[config.mk]
export PLATFORM = sky130hd
export DESIGN_NAME = f_regfile_writer
export DESIGN_NICKNAME = d
export VERILOG_FILES = /design/src/rtl/f_types_pkg.sv /design/src/rtl/f_wb_fifo.sv /design/src/rtl/f_regfile_writer.sv
export SDC_FILE = /design/constraint.sdc
export NUM_CORES = 1
export LEC_CHECK = 0
export BUFFER_PORTS_ARGS = -buffer_cell sky130_fd_sc_hd__buf_2
export CORE_MARGIN = 4
export CORE_UTILIZATION = 39
export DETAILED_ROUTE_END_ITERATION = 10
export PLACE_DENSITY = 0.68
export SYNTH_ARGS = -nofsm -noshare
export SYNTH_HDL_FRONTEND = slang
export SYNTH_SLANG_ARGS = --single-unit
[constraint.sdc]
create_clock -name CLK -period 12.6 [get_ports CLK]
set_input_delay 2.52 -clock CLK [delete_from_list [all_inputs] [get_ports CLK]]
set_output_delay 2.52 -clock CLK [all_outputs]
set_load 0.02 [all_outputs]
[src/rtl/f_types_pkg.sv]
// Shared FP writeback types: exception flags, rounding modes, CSR selectors, FIFO entry.
package f_types_pkg;

  localparam int unsigned F_RD_W = 5;

  typedef struct packed {
    logic nv;
    logic dz;
    logic of;
    logic uf;
    logic nx;
  } fflags_t;

  typedef enum logic [2:0] {
    RNE = 3'd0,
    RTZ = 3'd1,
    RDN = 3'd2,
    RUP = 3'd3,
    RMM = 3'd4,
    DYN = 3'd7
  } frm_t;

  localparam logic [1:0] CSR_SEL_FFLAGS = 2'b01;
  localparam logic [1:0] CSR_SEL_FRM    = 2'b10;
  localparam logic [1:0] CSR_SEL_FCSR   = 2'b11;

  typedef struct packed {
    logic [F_RD_W-1:0] rd;
    logic [31:0]       data;
    fflags_t           flags;
  } f_wb_entry_t;

endpackage

[src/rtl/f_wb_fifo.sv]
// Generic DEPTH-entry FIFO with synchronous flush; exposes the storage array and
// per-entry valid bits so the owner can scan pending entries.
module f_wb_fifo #(
  parameter int unsigned DEPTH = 4,
  parameter int unsigned WIDTH = 8
) (
  input  logic                         CLK,
  input  logic                         RST,
  input  logic                         push,
  input  logic                         pop,
  input  logic                         flush,
  input  logic [WIDTH-1:0]             wdata,
  output logic [WIDTH-1:0]             rdata,
  output logic                         full,
  output logic                         empty,
  output logic [DEPTH-1:0]             valid,
  output logic [DEPTH-1:0][WIDTH-1:0]  entries
);

  localparam int unsigned AW = $clog2(DEPTH);

  logic [AW-1:0]             wr_ptr;
  logic [AW-1:0]             rd_ptr;
  logic [AW:0]               count;
  logic [DEPTH-1:0][WIDTH-1:0] mem;
  logic [DEPTH-1:0]          vld;

  // Storage is reset as well so the head presents zero after reset.
  always_ff @(posedge CLK or posedge RST) begin
    if (RST) begin
      wr_ptr <= '0;
      rd_ptr <= '0;
      count  <= '0;
      vld    <= '0;
      mem    <= '0;
    end else if (flush) begin
      wr_ptr <= '0;
      rd_ptr <= '0;
      count  <= '0;
      vld    <= '0;
    end else begin
      if (push) begin
        mem[wr_ptr] <= wdata;
        vld[wr_ptr] <= 1'b1;
        wr_ptr      <= wr_ptr + 1'b1;
      end
      if (pop) begin
        vld[rd_ptr] <= 1'b0;
        rd_ptr      <= rd_ptr + 1'b1;
      end
      case ({push, pop})
        2'b10:   count <= count + 1'b1;
        2'b01:   count <= count - 1'b1;
        default: count <= count;
      endcase
    end
  end

  assign rdata   = mem[rd_ptr];
  assign full    = (count == (AW+1)'(DEPTH));
  assign empty   = (count == '0);
  assign valid   = vld;
  assign entries = mem;

endmodule

[src/rtl/f_regfile_writer.sv]
// FP register-file write initiator: buffers FPU results, drains one per cycle,
// owns fflags/frm CSR state and reports pending-write hazards.
module f_regfile_writer
  import f_types_pkg::*;
#(
  parameter int unsigned DEPTH    = 4,
  parameter int unsigned NUM_REGS = 32
) (
  input  logic                        CLK,
  input  logic                        RST,
  input  logic                        res_valid,
  output logic                        res_ready,
  input  logic [$clog2(NUM_REGS)-1:0] res_rd,
  input  logic [31:0]                 res_data,
  input  logic [4:0]                  res_flags,
  input  logic                        f_stall,
  input  logic                        flush,
  input  logic                        csr_wen,
  input  logic [1:0]                  csr_sel,
  input  logic [7:0]                  csr_wdata,
  output logic                        f_wen,
  output logic [$clog2(NUM_REGS)-1:0] f_rd,
  output logic [31:0]                 f_w_data,
  output logic [2:0]                  f_frm_in,
  output logic [4:0]                  fflags,
  output logic [2:0]                  frm,
  input  logic [$clog2(NUM_REGS)-1:0] chk_rs1,
  input  logic [$clog2(NUM_REGS)-1:0] chk_rs2,
  output logic                        rs1_busy,
  output logic                        rs2_busy,
  output logic                        busy
);

  localparam int unsigned RW = $clog2(NUM_REGS);
  localparam int unsigned EW = $bits(f_wb_entry_t);

  f_wb_entry_t                in_e;
  f_wb_entry_t                head_e;
  f_wb_entry_t                scan_e;
  logic [EW-1:0]              head_raw;
  logic [DEPTH-1:0][EW-1:0]   ents;
  logic [DEPTH-1:0]           vld;
  logic                       full;
  logic                       empty;
  logic                       push;
  logic                       pop;

  logic [4:0]                 fflags_q;
  logic [4:0]                 fflags_d;
  logic [2:0]                 frm_q;
  logic [2:0]                 frm_d;

  always_comb begin
    in_e       = '0;
    in_e.rd    = F_RD_W'(res_rd);
    in_e.data  = res_data;
    in_e.flags = fflags_t'(res_flags);
  end

  assign head_e    = f_wb_entry_t'(head_raw);
  assign res_ready = !full;
  assign push      = res_valid && !full && !flush;
  assign f_wen     = !empty && !f_stall && !flush;
  assign pop       = f_wen;

  f_wb_fifo #(
    .DEPTH (DEPTH),
    .WIDTH (EW)
  ) u_fifo (
    .CLK     (CLK),
    .RST     (RST),
    .push    (push),
    .pop     (pop),
    .flush   (flush),
    .wdata   (in_e),
    .rdata   (head_raw),
    .full    (full),
    .empty   (empty),
    .valid   (vld),
    .entries (ents)
  );

  assign f_rd     = RW'(head_e.rd);
  assign f_w_data = head_e.data;
  assign busy     = !empty;

  // A CSR write and a drain in the same cycle merge so the drained flags survive.
  always_comb begin
    fflags_d = fflags_q;
    frm_d    = frm_q;
    if (csr_wen && (csr_sel == CSR_SEL_FFLAGS || csr_sel == CSR_SEL_FCSR))
      fflags_d = csr_wdata[4:0];
    if (pop)
      fflags_d = fflags_d | head_e.flags;
    if (csr_wen && csr_sel == CSR_SEL_FRM)
      frm_d = csr_wdata[2:0];
    else if (csr_wen && csr_sel == CSR_SEL_FCSR)
      frm_d = csr_wdata[7:5];
  end

  always_ff @(posedge CLK or posedge RST) begin
    if (RST) begin
      fflags_q <= '0;
      frm_q    <= RNE;
    end else begin
      fflags_q <= fflags_d;
      frm_q    <= frm_d;
    end
  end

  assign fflags   = fflags_q;
  assign frm      = frm_q;
  assign f_frm_in = frm_q;

  always_comb begin
    rs1_busy = 1'b0;
    rs2_busy = 1'b0;
    scan_e   = '0;
    for (int unsigned i = 0; i < DEPTH; i++) begin
      scan_e = f_wb_entry_t'(ents[i]);
      if (vld[i] && RW'(scan_e.rd) == chk_rs1) rs1_busy = 1'b1;
      if (vld[i] && RW'(scan_e.rd) == chk_rs2) rs2_busy = 1'b1;
    end
  end

endmodule
==> impl_metrics.toml, run 1 <==
[sta]
setup_viol = 0
rsz0062_at_grt = "false"
hold_violations = 0
holdWs_ns = 0.505
tightest_slew_ns = 1.02
slew_headroom = 0.321
drv_slew = 0
fmax_mhz = 163
period_needed_ns = 6.12
post-route-period-util = 0.486
finalClockSkew_ns = 0.00854
tns_ns = 0

[clocking]
htreeDepth = 4
clkSlewWorstSetupHoldPaths_ns = 0.07
cts-buffers-inserted = 17
insertion_delay_ns = 0.42
cts_sinks = 187
cts_tree = "yes"
clk_root_buffer_cell = "clkbuf_16"
hold_buffers = 0
post_cts_buffers = 0
cts_resized = 0
clk_path_buf_depth = 2

[die]
io_pins = 121
die_w_um = 165
initial_core_util = 0.396
dieArea_sq_um = 27200
num_rows = 57
dieHeight_um = 165
core_sq_um = 24200

[global_routing]
antenna_found_initial = 2
grt_max_degree = 73
grt_pass1_wl_um = 31600
grt_usage = 0.150
grt_pass1_vias = 5472
gr-total-overflow = 0

[power]
leakage_nw = 5.28
ir_drop_v = 0.000120
power_density_nw_per_um2 = 252

[detailed_routing]
viasPerCell = 5.01
vias = 5044
drc = 0
wl_um = 19800
drt_iter0_drc = 241
wl_per_cell_um = 19.7
ant_nets = 0
dr.pass1.iters = 4

[hold_path]
min_to = "u_fifo.entries[162]"
min_from = "u_fifo.entries[162]"
min_path_cells = 1
min_path_type = "reg -> reg"

[critical_path]
startpoint_type = "input port"
ff2ff_setup_slack_ns = 10.23
cp_max_fo = 4
worstSetupPathType = "in -> out"
regToRegStartpoint = "u_fifo.count[0]"
arrival_ns = 3.60
cp_data_required_time_ns = 10.08
ff2ff_path_depth = 8
end_kind = "output port"
r2r_end = "u_fifo.count[2]"

[run]
maxCapViolations = 0

[status]
status = "finished, final reports clean"

[synth]
synth.area.mux_share = 0.361
synth_simple_gate_area_share = 0.0320
netlist.top_cell.by_area = "dfrtp_1"
synth-seq-area-share = 0.487
synth_top_family_by_area = "multiplexers"
syn_inst = 566
synth_area_leaders = "dfrtp_1, mux2_4, mux4_2"
synth_compound_area_frac = 0.0176
synth.top_cell.area_share = 0.487
synth_cell_types = 37
netlist_area_sq_um = 9600
synth-seq-cells = 187
post_synth.cell_area_avg_sq_um = 17.0
synthesis.nets = 643
synth_adder_area_share = 0.0125
yosys.area_share.xor_xnor = 0.0410
yosys_warnings = 0

[final_layout]
fill_cells = 2198
fin_nets = 748
layout_common_cells = "dfrtp_1, mux2_4, buf_2"
final_common_cell = "dfrtp_1"
layout-drive-gt1-share = 0.547
postLayoutCoreUtil = 0.446
areaGrowthSynthToFinish_pct = 12.6

[placement]
io_buffers = 120
place_hpwl_um = 11900
gp_congestion = 0.829
[worst max-delay path by stage]
stage,start,to,slack [ns],depth (start not counted)
after global routing,chk_rs2[3],rs2_busy,6.33,6
final,chk_rs2[3],rs2_busy,6.48,6
after detailed placement,chk_rs2[3],rs2_busy,6.47,6
after floorplan,RST,f_frm_in[0],4.99,1
after global placement,chk_rs2[4],rs2_busy,6.48,5
after CTS,chk_rs2[3],rs2_busy,6.46,6
[through the flow]
step / power, mW / setup WS, ns / std cells / area (sq um)
2_1_floorplan: 1.92 / 4.99 / 566 / 9600
3_3_place_gp: 2.16 / 6.48 / 976 / 10200
3_5_place_dp: 2.19 / 6.47 / 976 / 10200
4_1_cts: 2.76 / 6.46 / 1006 / 10800
5_1_grt: 2.88 / 6.33 / 1006 / 10800
6_report: 2.72 / 6.48 / 1007 / 10800
[final cells by class]
| class | count | area [sq um] | area share |
|---|---|---|---|
| Sequential cell | 187 | 4680 | 0.433 |
| Tap cell | 324 | 405 | 0.0375 |
| Inverter | 10 | 42.5 | 0.00394 |
| Antenna cell | 1 | 2.50 | 0.000231 |
| Multi-Input combinational cell | 332 | 4460 | 0.412 |
| Clock inverter | 13 | 169 | 0.0156 |
| Timing Repair Buffer | 123 | 623 | 0.0576 |
| Clock buffer | 17 | 425 | 0.0394 |
[per-layer routing]
metal | vias to the layer above | GRT usage | routed length [um]
met4 | 4 | 0.0374 | 195
met5 | - | 0 | 27
li1 | 2270 | - | -
met2 | 118 | 0.237 | 9330
met3 | 16 | 0.0409 | 1110
met1 | 2636 | 0.207 | 9130
[critical path, stage by stage]
cell	delay, ns
buf_2	0.14
xor2_1	0.14
nor4_1	0.29
nand3_1	0.11
o311ai_0	0.14
buf_2	0.25
[logic make-up (layout without fill, tap and decap cells)]
| family | after synthesis | in the layout |
|---|---|---|
| AOI/OAI and AO/OA | 22 | 22 |
| DFF | 187 | 187 |
| muxes | 214 | 214 |
| buffers and inverters | 47 | 163 |
| xor gates and xnor gates | 45 | 45 |
| other | 0 | 1 |
| adders and majority gates | 9 | 9 |
| and+or+nand+nor | 42 | 42 |
[power breakdown]
| part | switching [mW] | internal, mW | total, mW | leakage [nW] |
|---|---|---|---|---|
| Sequential | 0.230 | 0.869 | 1.10 | 2.35 |
| Combinational | 0.420 | 0.651 | 1.07 | 2.65 |
| Clock | 0.240 | 0.313 | 0.553 | 0.284 |
[registers in the layout, indices dropped and copies added (netlist names)]
register and flops:
u_fifo.count 3, u_fifo.entries 168, u_fifo.valid 4, u_fifo.rd_ptr 2, f_frm_in 3, fflags 5
u_fifo.wr_ptr 2
[cells in the mapped netlist, drive strengths merged]
cell and number:
dfrtp 187, mux2 168, mux4 42, buf 28
xnor2 25, xor2 20, inv 10, nor2 10
clkbuf 9, ha 8, nand2 8, a21oi 7
a221o 5, and3 5, mux2i 4, nand3 4
nand4 4, nor3 4, nor4 4, a221oi 3
a31oi 2, o311ai 2, a211oi 1, and2 1
fa 1, o21ai 1, o2bb2ai 1, or3 1
or3b 1
Note: power is estimated with default switching activity, not from simulation.
==> run 2: changes to the inputs <==
Settings changed: ABC_AREA from default to 1, PLACE_DENSITY 0.68 to 0.71.
Clock period 12.6 ns to 5.4 ns, I/O delays scaled along.
==> impl_metrics.toml, run 2 <==
[final_layout]
layout_common_cells = "nand2_1, dfrtp_1, o21ai_0"
seq_area_sq_um = 4680
multi_input_area_sq_um = 3770
fill_cells = 2364
fin_nets = 1240
antenna_cells = 0
largest_reg_flops = 168
final_common_cell = "nand2_1"
areaGrowthSynthToFinish_pct = 12.8
layout-drive-gt1-share = 0.202

[clocking]
cts-buffers-inserted = 17
htreeDepth = 4
post_cts_buffers = 0
hold_buffers = 0
cts_sinks = 187
insertion_delay_ns = 0.43
cts_resized = 0
clk_path_buf_depth = 2
clk_root_buffer_cell = "clkbuf_16"
clkSlewWorstSetupHoldPaths_ns = 0.07
cts_tree = "yes"

[critical_path]
end_kind = "output port"
cp_max_fo = 57
startpoint_type = "register"
arrival_ns = 2.59
cp_data_required_time_ns = 4.32
worstSetupPathType = "reg -> out"

[status]
status = "finished, final reports clean"

[synth]
synthArstFlopShare = 1.00
synth-edff-count = 0
post_synth.cell_area_avg_sq_um = 8.51
synth-seq-cells = 187
synth_top_flop_cell = "dfrtp_1"
synth_cell_types = 28
yosys_warnings = 0
synth_area_leaders = "dfrtp_1, nand2_1, o21ai_0"
synthesis.nets = 1163
synth_most_common_cell = "nand2_1"
netlist.top_cell.by_area = "dfrtp_1"
synth-seq-area-share = 0.507
synth.top_cell.area_share = 0.507
netlist_area_sq_um = 9240
syn_inst = 1086
synthTopCellsByCount = "nand2_1, dfrtp_1, o21ai_0"

[sta]
finalClockSkew_ns = 0.00916
rsz0062_at_grt = "false"
tightest_slew_ns = 1.09
slew_headroom = 0.271
worst_slack_ns = 1.73
hold_violations = 0
tns_ns = 0
setup_viol = 0
post-route-period-util = 0.680
drv_slew = 0
fmax_mhz = 272
period_needed_ns = 3.67

[global_routing]
grt_pass1_vias = 7192
grt_usage = 0.171
antenna_found_initial = 0
grt_pass1_wl_um = 36700
grt_max_degree = 100
gr-total-overflow = 0

[die]
num_rows = 56
io_pins = 121
dieHeight_um = 162
core_sq_um = 23400
dieArea_sq_um = 26200
die_w_um = 162
initial_core_util = 0.395

[placement]
io_buffers = 120
gp_congestion = 0.932
place_hpwl_um = 13900
dp_slack_ns = 2.16

[detailed_routing]
wl_per_cell_um = 14.9
viasPerCell = 5.03
dr.pass1.iters = 5
ant_nets = 0
drc = 0
wl_um = 22300
drt_iter0_drc = 487
vias = 7527

[power]
power_density_nw_per_um2 = 568
leakage_nw = 5.20
ir_drop_v = 0.000302

[hold_path]
min_path_type = "reg -> reg"

[run]
maxCapViolations = 0
run 2: worst paths after layout:
check | startpoint | endpoint | cells after the start | slack, ns
min in group asynchronous | RST | u_fifo.entries[106] | 2 | 0.78
max | u_fifo.rd_ptr[0] | f_w_data[30] | 5 | 1.73
max reg2reg | u_fifo.count[0] | u_fifo.entries[156] | 6 | 3.33
max in group asynchronous | RST | u_fifo.entries[129] | 3 | 3.44
min reg2reg | u_fifo.entries[86] | u_fifo.entries[86] | 2 | 0.48
min | u_fifo.entries[86] | u_fifo.entries[86] | 2 | 0.48
run 2: where the power goes:
part           internal [mW]  switching (mW)
clock                  0.665           0.608
combinational          0.811            1.47
sequential              1.99           0.380
run 2: layer usage:
layer | global-route usage | vias to the layer above | wire (um)
met1 | 0.240 | 3559 | 10500
li1 | - | 3733 | -
met4 | 0.0446 | 0 | 259
met2 | 0.276 | 215 | 10400
met5 | 0 | - | 0
met3 | 0.0335 | 20 | 1130
run 2: layout make-up:
class	count	area share
Tap cell	319	0.0383
Multi-Input combinational cell	749	0.361
Clock inverter	15	0.0173
Inverter	82	0.0299
Clock buffer	17	0.0408
Sequential cell	187	0.449
Timing Repair Buffer	126	0.0631
run 2: kinds of logic after synthesis:
kind of cell | count (synthesis) | synth area share
buffers and inverters | 150 | 0.0857
XOR/XNOR | 5 | 0.00474
flip-flops | 187 | 0.507
adder cells (fa/ha/maj) | 9 | 0.0130
multiplexers | 1 | 0.00108
AND/OR/NAND/NOR | 394 | 0.171
AO/OA/AOI/OAI | 340 | 0.218
run 2: worst max-delay path: stages (launching register included):
cell and delay (ns):
dfrtp_2 0.41, inv_2 0.64, buf_4 0.46, o21ai_0 0.13, o22ai_1 0.23, buf_2 0.23
run 2: per-stage QoR:
stage | hold slack, ns | power, mW | area (sq um) | util | instances
after global placement | 0.459 | 4.61 | 9820 | 0.419 | 1463
final | 0.479 | 5.92 | 10400 | 0.445 | 1495
after floorplan | 0.448 | 4.00 | 9240 | - | 1086
after CTS | 0.480 | 5.96 | 10400 | 0.445 | 1495
after global routing | 0.498 | 6.36 | 10400 | 0.445 | 1495
after detailed placement | 0.462 | 4.68 | 9820 | 0.419 | 1463
==> run 3: changes to the inputs <==
Settings changed: PLACE_DENSITY 0.71 to 0.69.
Clock period 5.4 ns to 3.7 ns, I/O delays scaled along.
==> impl_metrics.toml, run 3 (synthesis gave the netlist of run 2 again) <==
[status]
status = "finished, final reports clean"

[final_layout]
largest_reg_flops = 168
fin_nets = 1242
areaGrowthSynthToFinish_pct = 12.7
final_common_cell = "nand2_1"
layout_common_cells = "nand2_1, dfrtp_1, o21ai_0"
antenna_cells = 0
layout-drive-gt1-share = 0.203
stdcell_count = 1497

[critical_path]
r2r_end = "u_fifo.entries[28]"
cp_max_fo = 84
ff2ff_setup_slack_ns = 1.63
end_kind = "output port"
regToRegStartpoint = "u_fifo.count[0]"
worstSetupPathType = "reg -> out"
ff2ff_path_depth = 6
cp_data_required_time_ns = 2.96
startpoint_type = "register"
arrival_ns = 2.17

[sta]
hold_violations = 0
fmax_mhz = 344
slew_headroom = 0.269
rsz0062_at_grt = "false"
tns_ns = 0
drv_slew = 0
finalClockSkew_ns = 0.0139
tightest_slew_ns = 1.10
setup_viol = 0
post-route-period-util = 0.786
period_needed_ns = 2.91

[global_routing]
grt_max_degree = 188
grt_usage = 0.176
antenna_found_initial = 0
grt_pass1_vias = 7219
grt_pass1_wl_um = 37800
gr-total-overflow = 0

[die]
io_pins = 121
num_rows = 56
dieHeight_um = 162
dieArea_sq_um = 26200
die_w_um = 162
core_sq_um = 23400
initial_core_util = 0.395

[placement]
place_hpwl_um = 14400
dpl.cell_count = 1465
gp_congestion = 0.871
io_buffers = 120

[power]
p_int_mw = 5.00
clkPwrFrac = 0.207
power_switching_share = 0.416
p_switching_mw = 3.56
leakage_nw = 5.21
p_comb_frac = 0.387
power_frac_seq = 0.406
power_density_nw_per_um2 = 822
ir_drop_v = 0.000276

[detailed_routing]
wl_per_cell_um = 15.2
viasPerCell = 5.01
drt_iter0_drc = 670
dr.pass1.iters = 5
vias = 7499
met3_length_um = 1090
met2_length_um = 10300
highest_layer = "met4"
ant_nets = 0
wl_um = 22700
wl_met1_um = 11000
drc = 0

[hold_path]
min_to = "u_fifo.entries[52]"
min_path_cells = 2
min_path_type = "reg -> reg"
min_from = "u_fifo.entries[52]"

[clocking]
cts-buffers-inserted = 17
clk_root_buffer_cell = "clkbuf_16"
post_cts_buffers = 0
clk_path_buf_depth = 2
cts_tree = "yes"
hold_buffers = 0
clkSlewWorstSetupHoldPaths_ns = 0.08
cts_resized = 0
cts_sinks = 187
htreeDepth = 4
insertion_delay_ns = 0.44

[run]
maxCapViolations = 0
## run 3: metrics by stage
step           worst slack [ns]  power, mW  utilization  hold slack [ns]  area [sq um]
2_1_floorplan             0.554       5.83            -            0.448          9240
3_3_place_gp               1.21       6.76        0.421            0.459          9840
3_5_place_dp               1.21       6.83        0.421            0.463          9840
6_report                  0.791       8.56        0.445            0.478         10400
5_1_grt                   0.568       9.22        0.445            0.496         10400
4_1_cts                   0.792       8.63        0.445            0.482         10400
## run 3: cell type report
| class | count | area [sq um] |
|---|---|---|
| multi-input combinational | 749 | 3770 |
| fill | 2362 | 13000 |
| sequential | 187 | 4680 |
| clock inverter | 15 | 146 |
| inverter | 82 | 312 |
| timing repair buffer | 128 | 686 |
| tap | 319 | 399 |
| clock buffer | 17 | 425 |
## run 3: worst max-delay path, cell delays in order (launching register included)
cell     delay [ns]
dfrtp_2        0.37
buf_4          0.67
o21ai_0        0.22
o22ai_1        0.26
buf_2          0.21
## run 3: worst max-delay path by stage
stage | from | slack [ns] | cells after the start | end
2_1_floorplan | RST | 0.55 | 1 | f_frm_in[0]
3_5_place_dp | chk_rs1[3] | 1.21 | 8 | rs1_busy
5_1_grt | u_fifo.rd_ptr[0] | 0.57 | 4 | f_w_data[11]
4_1_cts | u_fifo.rd_ptr[0] | 0.79 | 4 | f_w_data[18]
6_report | u_fifo.rd_ptr[0] | 0.79 | 4 | f_w_data[18]
3_3_place_gp | chk_rs1[3] | 1.21 | 8 | rs1_busy
## run 3: power by group through the flow
stage	Combinational (mW)	Clock, mW	Sequential (mW)
after detailed placement	3.34	0	3.49
after global placement	3.28	0	3.48
final	3.31	1.77	3.47
after floorplan	2.48	0	3.36
after CTS	3.35	1.82	3.46
after global routing	3.74	1.91	3.57
## run 3: routing by layer
metal	global-route usage	vias up
met1	0.261	3537
met3	0.0272	22
met2	0.270	199
li1	-	3741
met5	0	-
met4	0.0507	0
